===== config.mk =====
export PLATFORM = sky130hd
export DESIGN_NAME = pmem_arbiter
export DESIGN_NICKNAME = d
export VERILOG_FILES = /design/src/rtl/pmem_arbiter.sv
export SDC_FILE = /design/constraint.sdc
export NUM_CORES = 1
export LEC_CHECK = 0
export CAP_MARGIN = 15
export CORE_AREA = 2 2 275 277
export CTS_BUF_LIST = sky130_fd_sc_hd__clkbuf_4 sky130_fd_sc_hd__clkbuf_8
export DETAILED_ROUTE_END_ITERATION = 16
export DIE_AREA = 0 0 277 279
export GPL_TIMING_DRIVEN = 0
export PLACE_DENSITY = 0.3
export SLEW_MARGIN = 40
export SYNTH_ARGS = -nofsm -noshare
export SYNTH_HDL_FRONTEND = slang
export SYNTH_SLANG_ARGS = --single-unit

===== constraint.sdc =====
create_clock -name clk -period 1.5 [get_ports clk]
set_input_delay 0.3 -clock clk [delete_from_list [all_inputs] [get_ports clk]]
set_output_delay 0.3 -clock clk [all_outputs]
set_load 0.01 [all_outputs]

===== src/rtl/pmem_arbiter.sv =====
// Two-client physical-memory arbiter: routes the I-cache or D-cache line
// traffic onto one memory port, round-robin when both request in IDLE.
module pmem_arbiter (
  input  logic         clk,
  input  logic         reset,

  input  logic [15:0]  i_pmem_address,
  input  logic         i_pmem_read,
  output logic [127:0] i_pmem_rdata,
  output logic         i_pmem_resp,

  input  logic [15:0]  d_pmem_address,
  input  logic         d_pmem_read,
  input  logic         d_pmem_write,
  input  logic [127:0] d_pmem_wdata,
  output logic [127:0] d_pmem_rdata,
  output logic         d_pmem_resp,

  output logic [15:0]  mem_address,
  output logic         mem_read,
  output logic         mem_write,
  output logic [127:0] mem_wdata,
  input  logic [127:0] mem_rdata,
  input  logic         mem_resp
);

  typedef enum logic [1:0] {
    IDLE    = 2'd0,
    SERVE_I = 2'd1,
    SERVE_D = 2'd2
  } state_t;

  localparam logic GRANT_I = 1'b0;
  localparam logic GRANT_D = 1'b1;

  state_t state, state_next;
  logic   last_grant, last_grant_next;
  logic   i_req, d_req;

  assign i_req = i_pmem_read;
  assign d_req = d_pmem_read | d_pmem_write;

  assign i_pmem_rdata = mem_rdata;
  assign d_pmem_rdata = mem_rdata;

  always_ff @(posedge clk or posedge reset) begin
    if (reset) begin
      state      <= IDLE;
      last_grant <= GRANT_I;
    end else begin
      state      <= state_next;
      last_grant <= last_grant_next;
    end
  end

  // Outputs decode from the registered state only, so a request seen in
  // IDLE reaches the memory port one cycle later and reset clears it at once.
  always_comb begin
    state_next      = state;
    last_grant_next = last_grant;
    mem_address     = '0;
    mem_read        = 1'b0;
    mem_write       = 1'b0;
    mem_wdata       = d_pmem_wdata;
    i_pmem_resp     = 1'b0;
    d_pmem_resp     = 1'b0;

    unique case (state)
      IDLE: begin
        if (i_req && d_req) begin
          state_next = (last_grant == GRANT_I) ? SERVE_D : SERVE_I;
        end else if (i_req) begin
          state_next = SERVE_I;
        end else if (d_req) begin
          state_next = SERVE_D;
        end
      end

      SERVE_I: begin
        mem_address = i_pmem_address;
        mem_read    = i_pmem_read;
        i_pmem_resp = mem_resp;
        if (mem_resp) begin
          state_next      = IDLE;
          last_grant_next = GRANT_I;
        end
      end

      SERVE_D: begin
        mem_address = d_pmem_address;
        mem_write   = d_pmem_write;
        mem_read    = d_pmem_read & ~d_pmem_write;
        d_pmem_resp = mem_resp;
        if (mem_resp) begin
          state_next      = IDLE;
          last_grant_next = GRANT_D;
        end
      end

      default: state_next = IDLE;
    endcase
  end

endmodule


==> results of run 1 <==
==> flip-flops by register name (all words and copies together), names as in the netlist <==
signal / count
state: 2
last_grant: 1
==> cell usage after synthesis <==
library cell,count
a21boi_1,2
a21oi_1,1
a22oi_1,16
a32o_1,1
and2_1,2
and2_4,1
buf_2,1
buf_4,385
buf_6,3
dfrtp_1,3
ha_1,4
inv_1,5
nand2_1,2
nand2b_2,1
nand3b_1,1
nor2_1,1
nor2b_1,16
o2111ai_1,1
o21ai_0,1
o21ai_1,1
o21ai_2,1
==> cell type report <==
cell class                 count  share of cell area
inverter                       5             0.00226
timing repair buffer         459               0.484
clock buffer                   4             0.00519
antenna                        1            0.000266
multi-input combinational     52              0.0570
buffer                       388               0.314
tap                          969               0.129
sequential                     3             0.00812
==> metrics by stage <==
step / cell area, sq um / setup WS, ns / TNS (ns)
CTS: 9310 / -0.437 / -6.82
detailed placement: 9030 / -1.23 / -17.38
global placement: 9030 / -1.21 / -17.21
global route: 9400 / -0.463 / -7.67
finish: 9400 / -0.411 / -6.21
floorplan: 3400 / 0.0269 / 0
==> kinds of logic (layout without fill, tap and decap cells) <==
| family | count (synthesis) | in the layout | share of synthesized area |
|---|---|---|---|
| AND/OR/NAND/NOR | 24 | 24 | 0.0438 |
| buffers and inverters | 394 | 856 | 0.867 |
| other | 0 | 1 | 0 |
| adder cells (fa/ha/maj) | 4 | 4 | 0.0147 |
| flip-flops | 3 | 3 | 0.0221 |
| AO/OA/AOI/OAI | 24 | 24 | 0.0523 |
==> power by group through the flow <==
stage	Sequential [mW]	Combinational [mW]	Clock (mW)
global placement	0.148	3.83	0
floorplan	0.139	1.81	0
CTS	0.151	4.44	0.265
detailed placement	0.147	3.82	0
finish	0.151	4.50	0.263
global route	0.157	4.82	0.276
==> path summary, 6_finish.rpt <==
kind / end / startpoint
setup / recovery: mem_address[15] / state[1]
hold / removal: last_grant / reset
setup reg to reg: last_grant / state[0]
hold reg to reg: last_grant / last_grant
max in group asynchronous: state[1] / reset
min in group clk: last_grant / last_grant
==> routing by layer <==
layer	global-route usage	part of all wire
met1	0.0398	0.28
met2	0.113	0.60
met3	0.0126	0.090
met4	0.0188	0.034
met5	0	0
==> what timing repair did <==
| action | in CTS | in global routing |
|---|---|---|
| cloned | 1 | 1 |
| endpoints found under the setup margin | 23 | 21 |
| pin swaps | 12 | 8 |
| setup buffers | 13 | 3 |
| endpoints found under the hold margin | 0 | 0 |
| resized for setup | 129 | 11 |
==> critical path: cells and delay by family, from the launching register on <==
kind,cells,cell delay (ns)
DFF,1,0.41
and+or+nand+nor,1,0.08
buffers and inverters,3,0.46
AOI/OAI and AO/OA,1,0.21
adders and majority gates,1,0.22
==> out/metrics.yaml, run 1 <==
finalCriticalPeriod_ns: 1.91
regArea_sq_um: 76.3
n_fill_cell: 8516
grt_pass1_wl_um: 28300
overflow: 0
cp_max_fo: 5
wl_per_cell_um: 11.8
die-area_sq_um: 77300
p_int_mw: 3.10
yosys_warnings: 0
ir_worst_vdd_v: 0.000252
synthesis.nets: 747
vias: 4037
cts_tree: "done"
placementRows: 100
initial_core_util: 0.0459
ys_seq_area_frac: 0.0221
core_sq_um: 74100
dr.pass1.iters: 4
drc: 0
finalSetupViolations: 21
syn_area_sq_um: 3400
slew_headroom: 0.789
p_comb_frac: 0.916
cp.required_ns: 1.20
p_seq_frac: 0.031
worstPathArrival_ns: 1.61
antenna_found_initial: 2
first_global_vias: 4144
slowest_stage: "dfrtp_2"
critical_path_class: "flop to output port"
p_switching_mw: 1.81
hold_buffers: 0
violations: "setup timing"
drive_above_1_share: 0.509
multi_input_area_sq_um: 536
fin_util: 0.127
cts_buffers: 3
grt_setup_unrepaired: "yes"
drtIter0Drc: 38
sw_frac_of_total: 0.369
hold_class: "primary input to asynchronous set/reset pin"
fin_nets: 1210
dp_hpwl_um: 20600
grt_max_degree: 11
layout.cells.non_filler: 1881
whs_ns: 0.255
synth_cell_types: 21
clock_skew_ns: 0.00335
tightest_slew_ns: 0.315
worstPathCellList: "buf_4, ha_4, buf_12, a22oi_2, nor2b_4, buf_6"
p_per_area_nw_per_um2: 523
io_pins: 698
final_antenna_net_count: 0
htreeDepth: 1
synth-seq-cells: 3
worst_slack_ns: -0.411
gp_congestion: 0.753
synth.area.top_cells: "buf_4 (85%), a22oi_1 (3.5%), nor2b_1 (2.9%)"
synthToLayoutAreaGrowth_pct: 176
status: "finished, violations left"
final_common_cell: "clkdlybuf4s50_1"
cts.sinks: 3
synth_top_area_frac: 0.850
pwr-share-clk: 0.054
power_leakage_nw: 3.97
worstSetupStartpointType: "flop"
layout_common_cells: "clkdlybuf4s50_1 (421), buf_4 (395), a22oi_2 (15), buf_2 (15), nor2b_1 (11)"
die_w_um: 277
cts.path.max_buffers: 2
dp.cells: 1859
clkTransAtPathRegs_ns: 0.03
finalMaxSlewViolations: 0
syn_inst: 449
viasPerCell: 2.15
grt_use_total: 0.0506
hold_viol: 0
fp.dieH_um: 279
portBuffers: 441
maxCapViolCount: 0
routed_wl_um: 22200
max_freq_mhz: 523
synth_top_area_cell: "buf_4"
end_kind: "output port"
rrSetupSlack_ns: -0.03
period_share: 1.27
syn-mean-instance-area_sq_um: 7.57
cpPeakStageDelay_ns: 0.41
worstSkewPairLatency_ns: 0.22
root_buffer: "clkbuf_8"
total_power_mw: 4.91
r2r_cells: 8
No activity file was read; power rests on OpenSTA's default activity.
==> run 2: changes to the inputs <==
--- a/config.mk
+++ b/config.mk
@@ -10,8 +10,8 @@
 export CTS_BUF_LIST = sky130_fd_sc_hd__clkbuf_4 sky130_fd_sc_hd__clkbuf_8
 export DETAILED_ROUTE_END_ITERATION = 16
 export DIE_AREA = 0 0 277 279
-export GPL_TIMING_DRIVEN = 0
 export PLACE_DENSITY = 0.3
+export SETUP_SLACK_MARGIN = 0.5
 export SLEW_MARGIN = 40
 export SYNTH_ARGS = -nofsm -noshare
 export SYNTH_HDL_FRONTEND = slang
==> run 2 against run 1 <==
Net effect: the run still ends with setup timing left; count of clock-buffer cells in the layout unchanged; sequential power up 5%; final cell count down 41%; largest power group unchanged; utilization down 9.1 points; worst setup slack better by 0.092 ns; sequential share of layout area up 2.0 points; critical path depth up 1; first-iteration DRC count down 61%.
==> out/metrics.yaml, run 2 (synthesis gave the netlist of run 1 again) <==
status: "finished, violations left"
violations: "setup timing"
regMostFlops: "state"
sw_frac_of_total: 0.379  # +0.00990
slowest_stage: "dfrtp_1"
root_buffer: "clkbuf_8"
tightest_slew_ns: 0.355  # +0.0400 ns
fin_nets: 441  # -64%
initial_core_util: 0.0459  # unchanged
die-area_sq_um: 77300  # unchanged
reg.largest.list: "state x2, last_grant x1"
antenna_found_initial: 2  # unchanged
crit_family: "buffers and inverters"
fp.dieH_um: 279  # unchanged
max_freq_mhz: 550  # +5.1%
cp_num_buf_inv: 4  # +1
first_global_vias: 1542  # -63%
vias: 1360  # -66%
cts_buffers: 3  # unchanged
slew_headroom: 0.762  # -0.0269
clkTransAtPathRegs_ns: 0.03  # about the same
cp.required_ns: 1.20  # about the same
cts_tree: "done"
cts.path.max_buffers: 2  # unchanged
cp_max_fo: 4  # -1
dr.pass1.iters: 3  # -1
cpMostUsedCell: "buf_4"
finalMaxSlewViolations: 0  # unchanged
dp_hpwl_um: 8810  # -57%
finish.instance_area_sq_um: 2680  # -71%
grt_max_degree: 17  # +6
period_share: 1.21  # -0.0616
synthToLayoutAreaGrowth_pct: -21.2
power_leakage_nw: 0.632  # -84%
worstSkewPairLatency_ns: 0.22  # about the same
grt_setup_unrepaired: "yes"
fin_util: 0.0362  # -0.0907
drtIter0Drc: 15  # -61%
final_antenna_net_count: 0  # unchanged
finalCriticalPeriod_ns: 1.82  # -0.0924 ns
critical_path_class: "flop to output port"
drive_above_1_share: 0.613  # +0.103
wl_per_cell_um: 9.74  # -17%
htreeDepth: 1  # unchanged
worstPathArrival_ns: 1.52  # -0.09 ns
place_ws_ns: -0.445  # +0.789 ns
p_int_mw: 1.59  # -49%
layout_common_cells: "clkdlybuf4s50_1 (37), buf_2 (19), a22oi_2 (16)"
core_sq_um: 74100  # unchanged
placementRows: 100  # unchanged
final_common_cell: "clkdlybuf4s50_1"
portBuffers: 57  # -87%
cpPeakStageDelay_ns: 0.42  # about the same
pwr-share-clk: 0.098  # +0.044
maxCapViolCount: 0  # unchanged
clock_skew_ns: 0.000744  # -0.00261 ns
p_switching_uw: 971  # -46%
ir_worst_vdd_v: 0.000425  # +69%
io_pins: 698  # unchanged
worstSetupStartpointType: "flop"
hold_class: "primary input to asynchronous set/reset pin"
overflow: 0  # unchanged
finalSetupViolations: 22  # +4.8%
viasPerCell: 1.22  # -43%
hold_viol: 0  # unchanged
p_seq_frac: 0.062  # +0.031
cts.sinks: 3  # unchanged
worst_slack_ns: -0.319  # +0.0924 ns
p_comb_frac: 0.840  # -0.076
gp_congestion: 0.615  # -18%
routed_wl_um: 10800  # -51%
largest_reg_flops: 2  # unchanged
end_kind: "output port"
die_w_um: 277  # unchanged
p_per_area_nw_per_um2: 956  # +83%
placed_area_sq_um: 2430  # -73%
grt_use_total: 0.0264  # -0.0241
drc: 0  # unchanged
worstPathCellList: "buf_4, buf_6, buf_4, ha_4, a22oi_2, nor2b_2, buf_2"
grt_pass1_wl_um: 13400  # -52%
[run 2: cell count changes in the layout (fill, tap and decap cells not counted), sizes merged]
cell           change
buf              -385
clkdlybuf4s50    -384
[run 2: worst paths after layout]
kind	end	from	slack, ns	cells past startpoint
min reg2reg	last_grant	last_grant	0.58	2
max reg2reg	state[1]	state[0]	-0.07	8
max in group asynchronous	state[1]	reset	1.07	2
min in group clk	last_grant	last_grant	0.58	2
min	last_grant	reset	0.28	2
max	mem_address[14]	state[1]	-0.32	7
[run 2: final cells by class]
cell class	count	area, sq um
Antenna cell	1	2.50
Clock buffer	4	48.8
Fill cell	8831	71400
Inverter	5	18.8
Multi-Input combinational cell	52	566
Sequential cell	3	75.1
Tap cell	969	1210
Timing Repair Buffer	78	756
[run 2: power groups by stage]
stage          logic (mW)  clock network [mW]  registers [mW]
2_1_floorplan        2.04                   0           0.142
3_3_place_gp         1.63                   0           0.152
3_5_place_dp         1.63                   0           0.152
4_1_cts              1.89               0.259           0.153
5_1_grt              2.32               0.269           0.163
6_report             2.15               0.251           0.158
[run 2: timing repair]
item                       CTS  global route
hold buffers                 0             0
resized for setup           92            16
setup buffers                6             5
cloned                       2             1
pin swaps                   10            10
setup endpoints to repair   23            23
[run 2: layer usage]
layer	routed length [um]	track usage
met5	0	0
met2	4930	0.0393
met3	2610	0.0291
met4	1450	0.0375
met1	1830	0.0128
[run 2: worst register-to-register path: stages, from the launching register on]
cell,delay (ns)
dfrtp_1,0.40
inv_2,0.13
ha_4,0.22
buf_8,0.14
buf_6,0.11
buf_6,0.10
nand2b_4,0.08
o21ai_2,0.05
a32o_2,0.22
[run 2: metrics by stage]
step / cells / total power, mW / setup TNS (ns) / hold WS (ns)
2_1_floorplan: 449 / 2.18 / 0 / 0.0536
3_3_place_gp: 1093 / 1.78 / -7.81 / 0.517
3_5_place_dp: 1093 / 1.78 / -7.75 / 0.520
4_1_cts: 1105 / 2.31 / -4.89 / 0.290
5_1_grt: 1112 / 2.76 / -6.58 / 0.304
6_report: 1112 / 2.56 / -5.08 / 0.283
==> run 3: changes to the inputs <==
--- a/config.mk
+++ b/config.mk
@@ -10,6 +10,7 @@
 export CTS_BUF_LIST = sky130_fd_sc_hd__clkbuf_4 sky130_fd_sc_hd__clkbuf_8
 export DETAILED_ROUTE_END_ITERATION = 16
 export DIE_AREA = 0 0 277 279
+export GPL_ROUTABILITY_DRIVEN = 0
 export PLACE_DENSITY = 0.3
 export SETUP_SLACK_MARGIN = 0.5
 export SLEW_MARGIN = 40
==> results of run 3 <==
The final DEF is identical to that of run 2; final timing and power are the same.
